<file path="src/rtl/rr_arb_pkg.sv">
// rtl/rr_arb_pkg.sv - shared state encoding and sizing constants for the round-robin arbiter
package rr_arb_pkg;

    typedef enum logic {
        IDLE = 1'b0,
        BUSY = 1'b1
    } state_t;

    localparam int N_REQ       = 4;
    localparam int IDX_W       = 2;
    localparam int TIMEOUT_DEF = 15;

endpackage

</file>
<file path="src/rtl/rr_arbiter4_if.sv">
// rtl/rr_arbiter4_if.sv - requester/grant bundle between requesters (master) and the arbiter (slave)
interface rr_arbiter4_if #(
    parameter int N  = 4,
    parameter int IW = 2
);
    logic [N-1:0]  req;
    logic          done;
    logic [N-1:0]  gnt;
    logic          gnt_valid;
    logic [IW-1:0] gnt_id;
    logic          timeout_o;

    modport master (
        output req, done,
        input  gnt, gnt_valid, gnt_id, timeout_o
    );

    modport slave (
        input  req, done,
        output gnt, gnt_valid, gnt_id, timeout_o
    );
endinterface

</file>
<file path="src/rtl/rr_pick.sv">
// rtl/rr_pick.sv - combinational round-robin pick: first request at or above ptr, else lowest request
module rr_pick
    import rr_arb_pkg::*;
#(
    parameter int N  = N_REQ,
    parameter int IW = IDX_W
) (
    input  logic [N-1:0]  req,
    input  logic [IW-1:0] ptr,
    output logic [N-1:0]  sel,
    output logic [IW-1:0] idx,
    output logic          any
);
    logic [N-1:0] below;
    logic [N-1:0] masked;
    logic [N-1:0] cand;

    always_comb begin
        below  = (N'(1) << ptr) - N'(1);
        masked = req & ~below;
        cand   = (masked != '0) ? masked : req;
        // x & -x isolates the lowest set bit
        sel    = cand & (~cand + N'(1));
        any    = |req;
        idx    = '0;
        for (int i = 0; i < N; i++) begin
            if (sel[i]) idx = IW'(i);
        end
    end
endmodule

</file>
<file path="src/rtl/rr_arbiter4.sv">
// rtl/rr_arbiter4.sv - registered round-robin arbiter with grant hold; ARB_TIMEOUT_EN bounds grant length
module rr_arbiter4
    import rr_arb_pkg::*;
#(
    parameter int N       = N_REQ,
    parameter int IW      = IDX_W,
    parameter int TIMEOUT = TIMEOUT_DEF
) (
    input  logic clk,
    input  logic rst,
    rr_arbiter4_if.slave bus
);
    state_t        state, state_nxt;
    logic [IW-1:0] ptr, ptr_nxt;
    logic [N-1:0]  gnt, gnt_nxt;
    logic          gnt_valid, gnt_valid_nxt;
    logic [IW-1:0] gnt_id, gnt_id_nxt;
    logic          timeout_q, timeout_nxt;

    logic [N-1:0]  pick_sel;
    logic [IW-1:0] pick_idx;
    logic          pick_any;
    logic          rel_req;
    logic          to_force;

    rr_pick #(.N(N), .IW(IW)) u_pick (
        .req (bus.req),
        .ptr (ptr),
        .sel (pick_sel),
        .idx (pick_idx),
        .any (pick_any)
    );

    assign rel_req = bus.done | ~bus.req[gnt_id];

`ifdef ARB_TIMEOUT_EN
    localparam int CW = $clog2(TIMEOUT + 1);
    logic [CW-1:0] hold_cnt;

    // Held at zero while idle so it reads 0 on the first BUSY cycle
    always_ff @(posedge clk or posedge rst) begin
        if (rst)                hold_cnt <= '0;
        else if (state == IDLE) hold_cnt <= '0;
        else                    hold_cnt <= hold_cnt + CW'(1);
    end

    assign to_force = (state == BUSY) && !rel_req && (hold_cnt == CW'(TIMEOUT - 1));
`else
    assign to_force = 1'b0;
`endif

    always_comb begin
        state_nxt     = state;
        ptr_nxt       = ptr;
        gnt_nxt       = gnt;
        gnt_valid_nxt = gnt_valid;
        gnt_id_nxt    = gnt_id;
        timeout_nxt   = 1'b0;
        case (state)
            IDLE: begin
                if (pick_any) begin
                    gnt_nxt       = pick_sel;
                    gnt_id_nxt    = pick_idx;
                    gnt_valid_nxt = 1'b1;
                    state_nxt     = BUSY;
                end
            end
            BUSY: begin
                if (rel_req || to_force) begin
                    gnt_nxt       = '0;
                    gnt_valid_nxt = 1'b0;
                    ptr_nxt       = gnt_id + IW'(1);
                    timeout_nxt   = to_force;
                    state_nxt     = IDLE;
                end
            end
            default: state_nxt = IDLE;
        endcase
    end

    always_ff @(posedge clk or posedge rst) begin
        if (rst) begin
            state     <= IDLE;
            ptr       <= '0;
            gnt       <= '0;
            gnt_valid <= 1'b0;
            gnt_id    <= '0;
            timeout_q <= 1'b0;
        end else begin
            state     <= state_nxt;
            ptr       <= ptr_nxt;
            gnt       <= gnt_nxt;
            gnt_valid <= gnt_valid_nxt;
            gnt_id    <= gnt_id_nxt;
            timeout_q <= timeout_nxt;
        end
    end

    assign bus.gnt       = gnt;
    assign bus.gnt_valid = gnt_valid;
    assign bus.gnt_id    = gnt_id;
    assign bus.timeout_o = timeout_q;
endmodule
</file>
<file path="src/flat_wrapper.sv">
// flat-port wrapper written by rule: the top's interface ports become plain ports
module rr_arbiter4_flat import rr_arb_pkg::*;
#(
    parameter int N       = N_REQ,
    parameter int IW      = IDX_W,
    parameter int TIMEOUT = TIMEOUT_DEF
)
  (clk, rst, bus_req, bus_done, bus_gnt, bus_gnt_valid, bus_gnt_id, bus_timeout_o);
  rr_arbiter4_if #(.N(N), .IW(IW)) bus_i ();
  input  logic clk;
  input  logic rst;
  input wire logic [$bits(bus_i.req)-1:0] bus_req;
  input wire logic [$bits(bus_i.done)-1:0] bus_done;
  output wire logic [$bits(bus_i.gnt)-1:0] bus_gnt;
  output wire logic [$bits(bus_i.gnt_valid)-1:0] bus_gnt_valid;
  output wire logic [$bits(bus_i.gnt_id)-1:0] bus_gnt_id;
  output wire logic [$bits(bus_i.timeout_o)-1:0] bus_timeout_o;
  assign bus_i.req = bus_req;
  assign bus_i.done = bus_done;
  assign bus_gnt = bus_i.gnt;
  assign bus_gnt_valid = bus_i.gnt_valid;
  assign bus_gnt_id = bus_i.gnt_id;
  assign bus_timeout_o = bus_i.timeout_o;
  rr_arbiter4 #(.N(N), .IW(IW), .TIMEOUT(TIMEOUT)) u_core (.clk(clk), .rst(rst), .bus(bus_i));
endmodule
</file>
<file path="config.mk">
export PLATFORM = sky130hd
export DESIGN_NAME = rr_arbiter4_flat
export DESIGN_NICKNAME = d
export VERILOG_FILES = /design/src/rtl/rr_arb_pkg.sv /design/src/rtl/rr_arbiter4_if.sv /design/src/rtl/rr_pick.sv /design/src/rtl/rr_arbiter4.sv /design/src/flat_wrapper.sv
export SDC_FILE = /design/constraint.sdc
export NUM_CORES = 1
export LEC_CHECK = 0
export BUFFER_PORTS_ARGS = -buffer_cell sky130_fd_sc_hd__buf_4
export CAP_MARGIN = 25
export CORE_MARGIN = 3
export CORE_UTILIZATION = 27
export DETAILED_ROUTE_END_ITERATION = 8
export GPL_TIMING_DRIVEN = 0
export SYNTH_ARGS = -nofsm -noshare
export SYNTH_HDL_FRONTEND = slang
export SYNTH_SLANG_ARGS = --single-unit
</file>
<file path="constraint.sdc">
create_clock -name clk -period 4.4 [get_ports clk]
set_clock_uncertainty 0.2 [all_clocks]
set_input_delay 0.66 -clock clk [delete_from_list [all_inputs] [get_ports clk]]
set_output_delay 0.66 -clock clk [all_outputs]
set_load 0.03 [all_outputs]
</file>
Word level (Yosys, flattened, before mapping)
Cells that the tools add are included.

word-level totals
  flip-flop bits (word level) = 10
  input port bits = 7
  output and inout bits = 8
  logic and storage cells = 39

operators by class
  add/subtract/negate cells = 3
  $lt $le $gt $ge = 1
  equality and inequality tests = 2
  shifts and indexed selects = 1
  muxes and demuxes = 15
  bitwise logic cells = 7
  reduce and logical (&&, ||, !) cells = 5

operators by type and width
  cell                                                                           count
  4-bit two-way mux                                                              3
  4-bit bitwise AND                                                              2
  4-bit NOT                                                                      2
  4-bit one-hot mux with 2 select lines                                          1
  1-bit two-way mux                                                              6
  2-bit AND reduction                                                            3
  4-bit by 1-bit adder with 4-bit output (second input constant)                 1
  2-bit two-way mux                                                              2
  1-bit one-hot mux with 2 select lines                                          2
  4-bit nonzero test                                                             1
  4-bit OR reduction                                                             1
  1-bit by 2-bit left shift with 4-bit output (first input constant)             1
  4-bit by 2-bit subtractor with 4-bit output (second input constant)            1
  2-bit by 3-bit less-than comparator with 1-bit output (second input constant)  1
  2-bit by 1-bit adder with 2-bit output (second input constant)                 1
  1-bit binary-select mux with 2-bit select                                      1
  2-bit by 1-bit != test with 1-bit output (second input constant)               1
  2-bit != test (second input constant)                                          1
  1-bit NOT                                                                      2
  1-bit bitwise OR                                                               1

Depth between registers and ports, before layout
Gate-level depths: netlist (run 1).

  depth in word-level cells = 12
  mapped depth = 6
  depth with buffers taken out = 4

Cells and area by module
From an unflattened synthesis (run 1), not the netlist that was laid out.

second synthesis, totals
  cells, all modules = 87
  area, all modules = 748.2 sq um

modules (own cells, without submodules)
  module       instances  cells each  area each (sq um)  seq. area each (sq um)
  rr_arbiter4  1          55          548.0              250.2
  rr_pick      1          32          200.2              0.0

Worst setup path before layout (run 1)
Ideal clock, no wire load.

  path type = input to register
  start = in bus_req[1]
  end = reg u_core.gnt[2], in the netlist u_core.bus.gnt[2]
  library setup time = 0.066 ns
  arrival time = 1.682 ns
  data required time = 4.134 ns
  path slack = 2.452 ns
  stages = 5
  buffers on the path = 1
  cells stage by stage = clkbuf_1 > nor3_1 > a221o_1 > a2111oi_2 > a31o_1

on the way
  longest elaborated chain between the ends = 8
  elaborated cells between the ends (all ways) = 16
  those cells by class = 1 x add/sub; 2 x eq/ne; 5 x mux; 5 x bitwise; 3 x reduce/logical

RTL lines
  item                                    line                RTL
  from (decl)                             flat_wrapper.sv:12  input wire logic [$bits(bus_i.req)-1:0] bus_req;
  4-bit bitwise AND                       rr_pick.sv:20       masked = req & ~below;
  4-bit nonzero test                      rr_pick.sv:21       cand = (masked != '0) ? masked : req;
  4-bit two-way mux                       rr_pick.sv:21
  4-bit NOT                               rr_pick.sv:23       sel = cand & (~cand + N'(1));
  4-bit by 1-bit adder with 4-bit output  rr_pick.sv:23
  4-bit bitwise AND                       rr_pick.sv:23
  4-bit two-way mux                       rr_arbiter4.sv:61   if (pick_any) begin
  4-bit one-hot mux with 2 select lines   rr_arbiter4.sv:59   case (state)
  to (signal assigned)                    rr_arbiter4.sv:92   gnt <= gnt_nxt;
  to (decl)                               rr_arbiter4.sv:15   logic [N-1:0] gnt, gnt_nxt;

Several ways; a longest one is shown, not always the timed one. The select of a mux whose other input is x is not followed.
A chain may end at the register's enable or synchronous reset.

Final worst setup path (run 1)
Same ends and word-level chain as after synthesis.

==> results.md, run 1 <==
- For this run, the detailed router's first-pass iteration total came to 4.
- The number of global-route vias before repair is between 400 and 500.
- The number of clock buffers added by TritonCTS is 3.
- Cells with a size suffix above 1 make up between 20% and 30% of the layout.
- The run finished with clean final reports.
- The die covers 2780 um^2.
- For the worst setup path, the data arrival time is 1.82 ns.
- The die is 52.8 um wide.
- The total placed cells including tap cells is 104.
- The area fraction of the dominant cell type after synthesis is 42.4%.
- Once the floorplan was initialized, standard cells occupied slightly below 30% of the core.
- After clock tree synthesis, the clock-pin slew on the worst setup and hold paths is ~0.070 ns.
- The die is 52.8 um tall.
- The routed via count is 512.
- For the final routed database, the setup TNS stands at 0 ns.
- The cell area reported after detailed placement is 699 um^2.
- The class of the most critical setup path is in -> reg.
- The post-CTS setup buffer count is 0.
- The placement row count is 16.
- The number of gates resized after CTS is 0.
- Final hold analysis gives a worst-case slack of 0.174 ns.
- In the post-synthesis netlist, the biggest area contributors are sky130_fd_sc_hd__dfrtp_1 42%, sky130_fd_sc_hd__a21oi_1 5.9%, sky130_fd_sc_hd__o21ai_0 4.2%.
- The number of hold-repair buffers added at the cts stage is 0.
- The cell type contributing the most total cell area after synthesis is sky130_fd_sc_hd__dfrtp_1.
- The buffer levels on the longest clock path is 2.
- The number of synthesized flops with an enable pin is 0.
- The count of endpoints failing setup in the final report is 0.
- For this design the top-level I/O count stands at 15.
- For the worst-skew pair, the clock arrives at the later sink with an insertion delay of 0.26 ns.
- In this run the worst path has a maximum fanout of 8.
- The total design power is 0.544 mW.
- After routing the design area is 736 um^2.
- Counting every net in the synthesized netlist gives 74.
- The region available for standard cell placement spans a little over 2000 um^2.
- The most numerous cell in the Yosys netlist is sky130_fd_sc_hd__dfrtp_1.
- The proportion of register bits with asynchronous set or reset after synthesis is 100%.
- The number of violations of the max-capacitance limit is 0.
- The post-route minimum period is 1.81 ns.
- STA classifies the critical path endpoint as a register.
- In the routed layout, each cell is associated on average with a via count of 4.74.
- The CTS tree is yes.
- At the worst endpoint, the required time is 4.40 ns.
- Global routing consumed, over all layers together, 11.2% of the routing resources.
- Compared with the post-synthesis result, the final layout area differs by 24.6%.
- The number of hold violations in the final report was 0.
- The power per cell area is 740 nW/um^2.
- The final net count is a little under 90.
- The post-synthesis sequential element count is 10.
- The proportion of synthesized chip area in sequential cells is a little over two fifths.
- In this run, the number of DRC markers left after iteration 0 of detailed routing was 11.
- The remaining number of nets flagged by the antenna check after routing is 0.
- The maximum clock frequency is around 0.55 GHz.
- The number of antenna violations at the first check in global routing came to 0.
- Setup repair after global routing left no endpoint under its margin.
- The cell area after technology mapping is 591 um^2.
- Summed over all layers, the global routing overflow is 0.
- The number of levels in the clock H-tree is 1.
- The cell at the root of the clock tree is sky130_fd_sc_hd__clkbuf_4.
- The average footprint of a synthesized cell is 8.81 um^2.
- The type of origin of the critical path is a primary input.
- The count of different cell masters after synthesis is 30.
- The wire length of the first global-routing pass is 2.19 mm.
- Dividing the final minimum period by the clock period gives 41.2%.
- In the synthesized netlist, the cells that appear most often are 10 x sky130_fd_sc_hd__dfrtp_1, 7 x sky130_fd_sc_hd__a21oi_1, 5 x sky130_fd_sc_hd__inv_1, 5 x sky130_fd_sc_hd__nand2_1, 5 x sky130_fd_sc_hd__o21ai_0.
- The count of placed standard cells in the final layout, fillers left out is about 110.
- Counting every instance in the synthesized netlist gives 67.
- The number of warnings reported in the yosys synthesis log is 0.
- The number of sinks handled by clock tree synthesis is 10.
- The kind of path behind the tightest hold check is in -> async.
- After detailed routing, the number of remaining DRC violations is 0.
- Entering global routing, the biggest net connects 11 pins.
- For this block, the routed nets add up to 1.31 mm of wire.
- The placed wire-length estimate after detailed placement is 942 um.
- Port buffering added 10 buffers.
- The worst-case vdd ir drop is 0.000217 V.
- Among all flip-flop cells after synthesis, the most frequent one is sky130_fd_sc_hd__dfrtp_1.
- The routability congestion estimate is approximately 0.81.
- Summed over all cells, the static leakage comes to 0.337 nW.
- After detailed routing, the average wire length per cell comes to between 10 and 15 um.
- 0 antenna diodes ended up in the layout.
- The max-slew violation count is 0.
path summary, 6_finish.rpt:
check	from	endpoint	slack, ns	cells past startpoint
worst max-delay path	bus_req[1]	u_core.bus.gnt[2]$_DFFE_PP0P_	2.59	5
worst min-delay path	rst	u_core.ptr[1]$_DFFE_PP0P_	0.17	2
worst max register to register	u_core.ptr[1]$_DFFE_PP0P_	u_core.bus.gnt[2]$_DFFE_PP0P_	2.66	5
worst min register to register	u_core.bus.gnt_valid$_DFFE_PP0P_	u_core.bus.gnt_valid$_DFFE_PP0P_	0.29	2
max in group asynchronous	rst	u_core.bus.gnt_valid$_DFFE_PP0P_	3.55	2
min in group clk	u_core.bus.gnt_valid$_DFFE_PP0P_	u_core.bus.gnt_valid$_DFFE_PP0P_	0.29	2
metrics by stage:
step | util [%] | worst slack (ns)
floorplan | - | 2.45
global placement | 34.6 | 2.33
detailed placement | 34.6 | 2.33
CTS | 36.4 | 2.59
global route | 36.4 | 2.49
finish | 36.4 | 2.59
final cells by class:
cell class	count	area (um^2)
fill	214	1290
multi-input combinational	46	284
sequential	10	250
timing repair buffer	10	75.1
buffer	6	37.5
clock buffer	4	36.3
tap	27	33.8
inverter	5	18.8
flip-flops by register name, indices dropped and copies added (netlist names):
register	flops
u_core.ptr	2
u_core.bus.gnt_id	2
u_core.bus.gnt	4
u_core.state	1
u_core.bus.gnt_valid	1
power breakdown:
group	internal [mW]	switching (mW)	leakage [nW]
clock network	0.0502	0.0330	0.0210
registers	0.135	0.0410	0.123
logic	0.116	0.169	0.193
total	0.301	0.243	0.337
placed cells by master (no fill, tap or decap), drive strengths merged, types with 3 or more instances in the layout:
cell type | synthesis | final
clkbuf | 1 | 5
nor2 | 4 | 4
nand2 | 5 | 5
a21oi | 7 | 7
nand3 | 3 | 3
buf | 5 | 15
dfrtp | 10 | 10
inv | 5 | 5
o21ai | 5 | 5
cells by family after synthesis:
group                     count (synthesis)  synth area share [%]
DFF                                      10                  42.4
and+or+nand+nor                          19                  15.5
AOI/OAI and AO/OA                        23                  27.1
other                                     1                 0.635
muxes                                     2                  3.39
xor gates and xnor gates                  1                  1.48
buffers and inverters                    11                  9.53
layer usage:
| metal | GRT usage, % | part of all wire (%) |
|---|---|---|
| met1 | 13.6 | 46 |
| met2 | 17.8 | 48 |
| met4 | 6.38 | 0.76 |
| met5 | 0 | 0 |
| met3 | 2.56 | 5.4 |
worst max-delay path, cell delays in order:
cell and delay [ns]:
sky130_fd_sc_hd__clkbuf_1 0.27, sky130_fd_sc_hd__nor3_1 0.08, sky130_fd_sc_hd__a221o_1 0.31, sky130_fd_sc_hd__a2111oi_2 0.36, sky130_fd_sc_hd__a31o_1 0.14
No activity file was read; power rests on OpenSTA's default activity.
==> inputs of run 2 (changes only) <==
- clock period: 4.4 -> 1.7 ns (I/O delays scaled with it)
==> run 2 against run 1 <==
Against the previous run:
- via count increased by 0.39%
- count of clock-buffer cells in the layout unchanged
- sequential power increased to 2.6 times the previous value
- critical endpoint unchanged
- largest cell class unchanged
==> results.md, run 2 (synthesis gave the netlist of run 1 again) <==
- The largest registers in the layout are u_core.bus.gnt x4, u_core.bus.gnt_id x2, u_core.ptr x2.
- The fill cell instance count of the final layout is 216.
- The buffer levels on the longest clock path is 2.
- The global-route usage over all layers is 11.4%.
- The global-route congestion overflow total is 0.
- The top layer reached by signal wires is met4.
- The cell count of the worst reg-to-reg path is 5.
- At the worst endpoint, the required time is 1.70 ns.
- The worst stage delay on the critical path is around 0.38 ns.
- The top cell types in the final layout, fill and taps aside, are 12 x sky130_fd_sc_hd__buf_4, 10 x sky130_fd_sc_hd__dfrtp_1, 7 x sky130_fd_sc_hd__a21oi_1.
- Dividing the detail-routed wire length by the instance count gives 12.3 um.
- Once detail routing completed, the nets flagged for antenna violations numbered 0.
- The launch point of the worst reg-to-reg path is u_core.ptr[1]$_DFFE_PP0P_.
- The total design power is 1.47 mW.
- The number of hold violations in the final report came to 0.
- VDD sags by at most 0.000662 V.
- Buffers placed on the I/O ports in this run total 10.
- Combinational logic burns 53.7% of the power.
- The area added between synthesis and finish is 30.7%.
- In this run the critical register-to-register path is captured at u_core.bus.gnt[2]$_DFFE_PP0P_.
- The worst path uses 97.6% of the clock period.
- The register with the most flip-flops in the layout has 4 of them.
- The finished layout holds 110 standard cells, fillers aside.
- The number of clock buffers inserted by TritonCTS is 3.
- The signal on the critical path passes through buf_6, nor2b_1, a221o_1, a2111oi_2, a31o_1.
- The number of antenna violations at the first check in global routing is 0.
- The element type at the critical path end is a register.
- The run finished with clean final reports.
- In the final layout, the share of cells above drive strength 1 is between 30% and 40%.
- The core region is 2020 um^2.
- Derived from the worst setup path, the maximum achievable clock frequency is 0.603 GHz.
- The slowest stage cell on the critical path is sky130_fd_sc_hd__dfrtp_1.
- The final net count is 91.
- The number of sinks handled by clock tree synthesis is 10.
- The CTS tree is yes.
- The class of the most critical setup path is reg -> reg.
- After detailed routing, the number of vias per cell comes to about 4.7.
- The violation count after the first detailed-routing iteration is 3.
- More flip-flops sit in one register than any other, and that register is u_core.bus.gnt.
- At the end of routability-driven placement, the weighted congestion stood at a little over 0.8.
- The most common cell after layout, fill and taps aside is sky130_fd_sc_hd__buf_4.
- The source-to-sink clock delay at the later pin of the worst-skew pair is ~0.26 ns.
- The die covers 2780 um^2.
- The wire-length estimate of the detail-placed layout is 942 um.
- The count of unresolved DRC violations after routing is 0.
- The critical path arrival is 1.66 ns.
- The tool flagged a number of max-cap violations equal to 0.
- In the detailed route, the total length drawn on met3 is 65 um.
- The starting density of the core is 29.2%.
- The worst-path maximum fanout is 9.
- In this run the power spent charging and discharging nets is 0.649 mW.
- Net switching is 44.3% of the power.
- Setup repair after global routing could not meet its margin everywhere.
- The type of origin of the critical path is a register.
- The cell at the root of the clock tree is sky130_fd_sc_hd__clkbuf_4.
- 0 antenna diodes ended up in the layout.
- Per report_power, the clock group accounts for 14.6% of the total.
- The worst path needs 1.66 ns of the cycle, external delays included.
- For this design the top-level I/O count stands at 15.
- The worst setup path startpoint is u_core.ptr[1]$_DFFE_PP0P_.
- The routed layout has 514 vias.
- The number of levels in the clock H-tree is 1.
- The count of endpoints failing setup in the final report is 0.
- The sum of routed wire segments on met1 is a little over 600 um.
- The tightest min-delay check is of the in -> reg type.
- The max-slew violation count was 0.
- The number of global-route vias before repair is 512.
- The end of the critical path is u_core.bus.gnt[2]$_DFFE_PP0P_.
- The setup check on the worst reg-to-reg path leaves a slack of about 0.041 ns.
- Along the worst hold path, the cell count comes to 3.
- In the detailed route, the total length drawn on met2 is roughly 660 um.
- The internal power of the cells totals ~0.8 mW.
- The aggregate routed wire length is 1.36 mm.
- The first global-routing pass estimated 2.25 mm of wire.
- The horizontal die dimension is 52.8 um.
- The total placed cells including tap cells is roughly 100.
- The static leakage is 0.352 nW.
- The die is 52.8 um tall.
- The power per cell area is 1900 nW/um^2.
- The register share of total power is 31.7%.
- Clock-pin slew was measured on the worst setup and hold paths at 0.07 ns.
- Entering global routing, the biggest net connects 11 pins.
- The first detailed-routing pass took 4 iterations.
- The placement row count is 16.
-- run 2: changes by cell type in the layout (fill, tap and decap cells not counted) --
| cell | before | now |
|---|---|---|
| sky130_fd_sc_hd__buf_4 | 11 | 12 |
| sky130_fd_sc_hd__dlygate4sd3_1 | 0 | 1 |
| sky130_fd_sc_hd__nand2b_1 | 2 | 1 |
| sky130_fd_sc_hd__nand2b_4 | 0 | 1 |
| sky130_fd_sc_hd__o221ai_2 | 1 | 0 |
| sky130_fd_sc_hd__o221ai_4 | 0 | 1 |
-- run 2: how the worst min path moves through the flow --
stage                                    end  slack, ns        from
2_1_floorplan  u_core.bus.gnt[0]$_DFFE_PP0P_      -0.10         rst
3_3_place_gp       u_core.ptr[1]$_DFFE_PP0P_       0.06         rst
3_5_place_dp       u_core.ptr[1]$_DFFE_PP0P_       0.07         rst
4_1_cts        u_core.bus.gnt[0]$_DFFE_PP0P_       0.14  bus_req[0]
5_1_grt        u_core.bus.gnt[3]$_DFFE_PP0P_       0.16  bus_req[3]
6_report       u_core.bus.gnt[0]$_DFFE_PP0P_       0.14  bus_req[0]
-- run 2: power groups by stage --
stage	Sequential (mW)	Combinational, mW	Clock [mW]
floorplan	0.588	0.387	0
finish	0.464	0.787	0.215
global route	0.484	0.859	0.231
detailed placement	0.462	0.737	0
global placement	0.457	0.727	0
CTS	0.463	0.786	0.223
-- run 2: worst max-delay path, delay by kind of cell (launching register included) --
family | cells | cell delay, ns
AOI/OAI and AO/OA | 3 | 0.77
buffers and inverters | 1 | 0.13
DFF | 1 | 0.38
and+or+nand+nor | 1 | 0.13
-- run 2: through the flow --
stage | utilization [%] | setup TNS (ns) | worst slack (ns) | cell area [um^2] | hold slack (ns)
CTS | 37.8 | 0 | 0.0258 | 764 | 0.137
global placement | 34.6 | -0.0161 | -0.0161 | 699 | 0.0640
global route | 38.2 | -0.0292 | -0.0292 | 772 | 0.156
floorplan | - | 0 | 0.0406 | 591 | -0.105
detailed placement | 34.6 | -0.0388 | -0.0271 | 699 | 0.0708
finish | 38.2 | 0 | 0.0410 | 772 | 0.141
-- run 2: what timing repair did --
| item | CTS | global route |
|---|---|---|
| setup endpoints to repair | 2 | 1 |
| hold buffers | 1 | 0 |
| hold endpoints to repair | 10 | 0 |
| resized for setup | 1 | 1 |
| buffers inserted | 1 | 0 |
| pin swaps | 2 | 0 |
-- run 2: layout make-up --
type                       count  area, um^2  share of cell area, %
buffer                         6        37.5                   4.86
timing repair buffer          12        92.6                   12.0
multi-input combinational     46         303                   39.2
tap                           27        33.8                   4.38
clock buffer                   4        36.3                   4.70
inverter                       5        18.8                   2.43
sequential                    10         250                   32.4
-- run 2: metal layers --
metal  vias to the layer above  global-route usage (%)
met4                         0                    6.38
met1                       238                    13.2
met5                         -                       0
met3                         2                    2.56
met2                         9                    19.0
li1                        265                       -
==> inputs of run 3 (changes only) <==
==> constraint.sdc (replaced) <==
create_clock -name clk -period 1.7 [get_ports clk]
set_clock_uncertainty 0.2 [all_clocks]
set_input_delay 0.085 -clock clk [delete_from_list [all_inputs] [get_ports clk]]
set_output_delay 0.085 -clock clk [all_outputs]
set_load 0.03 [all_outputs]
==> run 3 against run 2 <==
Against the previous run:
- register-to-register slack hardly changed
- sequential share of layout area fell by 1.4 points
- flip-flop and latch count did not move
- sequential power hardly changed
- non-clock buffer count up 2
- via count is 4.9% higher
- critical endpoint unchanged
==> results.md, run 3 (synthesis gave the netlist of run 1 again) <==
- The flow ran to the end, and the final reports show no timing, DRC or antenna violations.
- The class of the most critical setup path is reg -> reg.
- The height of the chip is 52.8 um.
- The count of endpoints failing setup in the final report is 0.
- Static timing analysis puts the maximum clock frequency at 0.600 GHz.
- The number of levels in the clock H-tree is 1.
- Relative to the synthesized area, the layout overhead comes to 36.7%.
- The aggregate routed wire length is 1.40 mm.
- The worst setup path is captured at a register.
- The register with the highest flop count is u_core.bus.gnt.
- After detailed routing, the number of remaining DRC violations is 0.
- The clock transition at the registers of the reported paths is approximately 0.07 ns.
- The accumulated negative setup slack is 0 ns.
- Across all hold checks on the routed design, the worst slack comes to 0.113 ns.
- The count of placed standard cells in the final layout, fillers left out is 112.
- After routing the design area is 807 um^2.
- The total placed cells including tap cells is 104.
- The clock passes through at most 2 buffers.
- The root buffer cell chosen for the clock tree is sky130_fd_sc_hd__clkbuf_4.
- The required time of the critical path is 1.71 ns.
- The horizontal die dimension is 52.8 um.
- The critical path arrival is 1.67 ns.
- The first global-routing pass estimated 2.29 mm of wire.
- The flip-flop count of the largest register after layout is 4.
- After layout, the minimum clock period comes to about 1.7 ns.
- TritonCTS built the clock tree.
- The net count of the finished layout is 93.
- The worst-path maximum fanout is 9.
- The max-slew violation count came to 0.
- The top cell types in the final layout, fill and taps aside, are 12 x sky130_fd_sc_hd__buf_4, 10 x sky130_fd_sc_hd__dfrtp_1, 7 x sky130_fd_sc_hd__a21oi_1.
- Setup slack on the worst reg-to-reg path comes out at between 0.03 and 0.04 ns.
- The number of hold violations in the final report is 0.
- The number of antenna violations at the first check in global routing is 0.
- In the final layout, the registers with the most flip-flops are u_core.bus.gnt x4, u_core.bus.gnt_id x2, u_core.ptr x2.
- The worst path uses 98.1% of the clock period.
- Once the floorplan was initialized, standard cells occupied 29.2% of the core.
- Cells with a size suffix above 1 make up 30.6% of the layout.
- The cell area reported after detailed placement is 699 um^2.
- The placeable core region is 2020 um^2.
- Max-cap violations in this run came to 0.
- The number of clock buffers inserted by TritonCTS is 3.
- In this run the static leakage power is 0.363 nW.
- The routed layout has 539 vias.
- The type of origin of the critical path is a register.
- In this run the tool buffered the top-level ports with 10 buffer cells.
- The largest net degree at the start of global routing is 11.
- The floorplan has 16 rows.
- The count of nets left with antenna violations once routing finished came out at 0.
- The power per cell area is 1830 nW/um^2.
- Summing internal, switching and leakage power gives 1.47 mW.
- The number of global-route vias before repair was between 500 and 600.
- The count of TritonRoute iterations in the first routing pass is 4.
- The kind of path behind the tightest hold check is in -> reg.
- 15 I/O pins were placed.
- After detailed routing, the average wire length per cell comes to 12.5 um.
- The number of sinks handled by clock tree synthesis is 10.
- 0 antenna diodes ended up in the layout.
- After legalization and detailed placement, the total HPWL measured 942 um.
- Setup repair after global routing could not meet its margin everywhere.
- Routability-driven placement finished with a final weighted congestion of 0.806.
- For the worst-skew pair, the clock arrives at the later sink with an insertion delay of 0.26 ns.
- The first routing iteration left 7 violations.
- Using the TritonRoute via totals, the vias-per-cell ratio works out to 4.81.
- Global routing finished with a remaining overflow of 0.
- Leaving out fill and tap cells, the most frequent cell in the layout is sky130_fd_sc_hd__buf_4.
- The die outline area is 2780 um^2.
- The global-route usage over all layers is 11.6%.
- The worst-case vdd ir drop is approximately 0.00067 V.
## run 3: changes by cell type in the layout (fill, tap and decap cells not counted)
cell                            before  now
sky130_fd_sc_hd__nor4_1              1    0
sky130_fd_sc_hd__nor4_4              0    1
sky130_fd_sc_hd__dlygate4sd3_1       1    3
## run 3: through the flow
| step | util (%) | setup slack, ns |
|---|---|---|
| 5_1_grt | 39.9 | -0.0292 |
| 3_3_place_gp | 34.6 | -0.0161 |
| 3_5_place_dp | 34.6 | -0.0271 |
| 6_report | 39.9 | 0.0322 |
| 2_1_floorplan | - | 0.0406 |
| 4_1_cts | 38.8 | 0.0164 |
## run 3: final timing paths
| path | cells after the start | start | end |
|---|---|---|---|
| max | 5 | u_core.ptr[1]$_DFFE_PP0P_ | u_core.bus.gnt[2]$_DFFE_PP0P_ |
| max in group asynchronous | 3 | rst | u_core.bus.gnt_valid$_DFFE_PP0P_ |
| min reg2reg | 2 | u_core.bus.gnt_valid$_DFFE_PP0P_ | u_core.bus.gnt_valid$_DFFE_PP0P_ |
| min | 3 | bus_req[1] | u_core.bus.gnt[1]$_DFFE_PP0P_ |
| max reg2reg | 5 | u_core.ptr[1]$_DFFE_PP0P_ | u_core.bus.gnt[2]$_DFFE_PP0P_ |
| min in group asynchronous | 3 | rst | u_core.ptr[1]$_DFFE_PP0P_ |
## run 3: final cells by class
type,instances,area (um^2)
plain buffers,6,37.5
clock buffers,4,36.3
fillers,216,1210
inverters,5,18.8
multi-input cells,46,318
flip-flops and latches,10,250
well taps,27,33.8
repair buffers,14,113
## run 3: timing repair
item                       4_1_cts  5_1_grt
cloned                           0        0
buffers inserted                 1        0
hold buffers                     3        0
hold endpoints to repair        14        0
gates resized for setup          1        3
setup endpoints to repair        2        6
pin swaps                        2        0
## run 3: critical path: stages, from the launching register on
cell	delay [ns]
sky130_fd_sc_hd__dfrtp_1	0.38
sky130_fd_sc_hd__buf_6	0.13
sky130_fd_sc_hd__nor2b_1	0.13
sky130_fd_sc_hd__a221o_1	0.33
sky130_fd_sc_hd__a2111oi_2	0.30
sky130_fd_sc_hd__a31o_1	0.14
## run 3: where the power goes
| group | leakage (nW) | switching (mW) | internal (mW) | total [mW] |
|---|---|---|---|---|
| combinational | 0.218 | 0.454 | 0.341 | 0.795 |
| clock | 0.0210 | 0.0850 | 0.130 | 0.215 |
| sequential | 0.123 | 0.114 | 0.349 | 0.464 |
| total | 0.363 | 0.653 | 0.820 | 1.47 |
## run 3: per-layer routing
layer	up-vias	track usage [%]	routed length, um
li1	269	-	-
met5	-	0	0
met4	0	6.38	20
met2	13	19.6	712
met3	4	2.56	70
met1	253	13.2	595
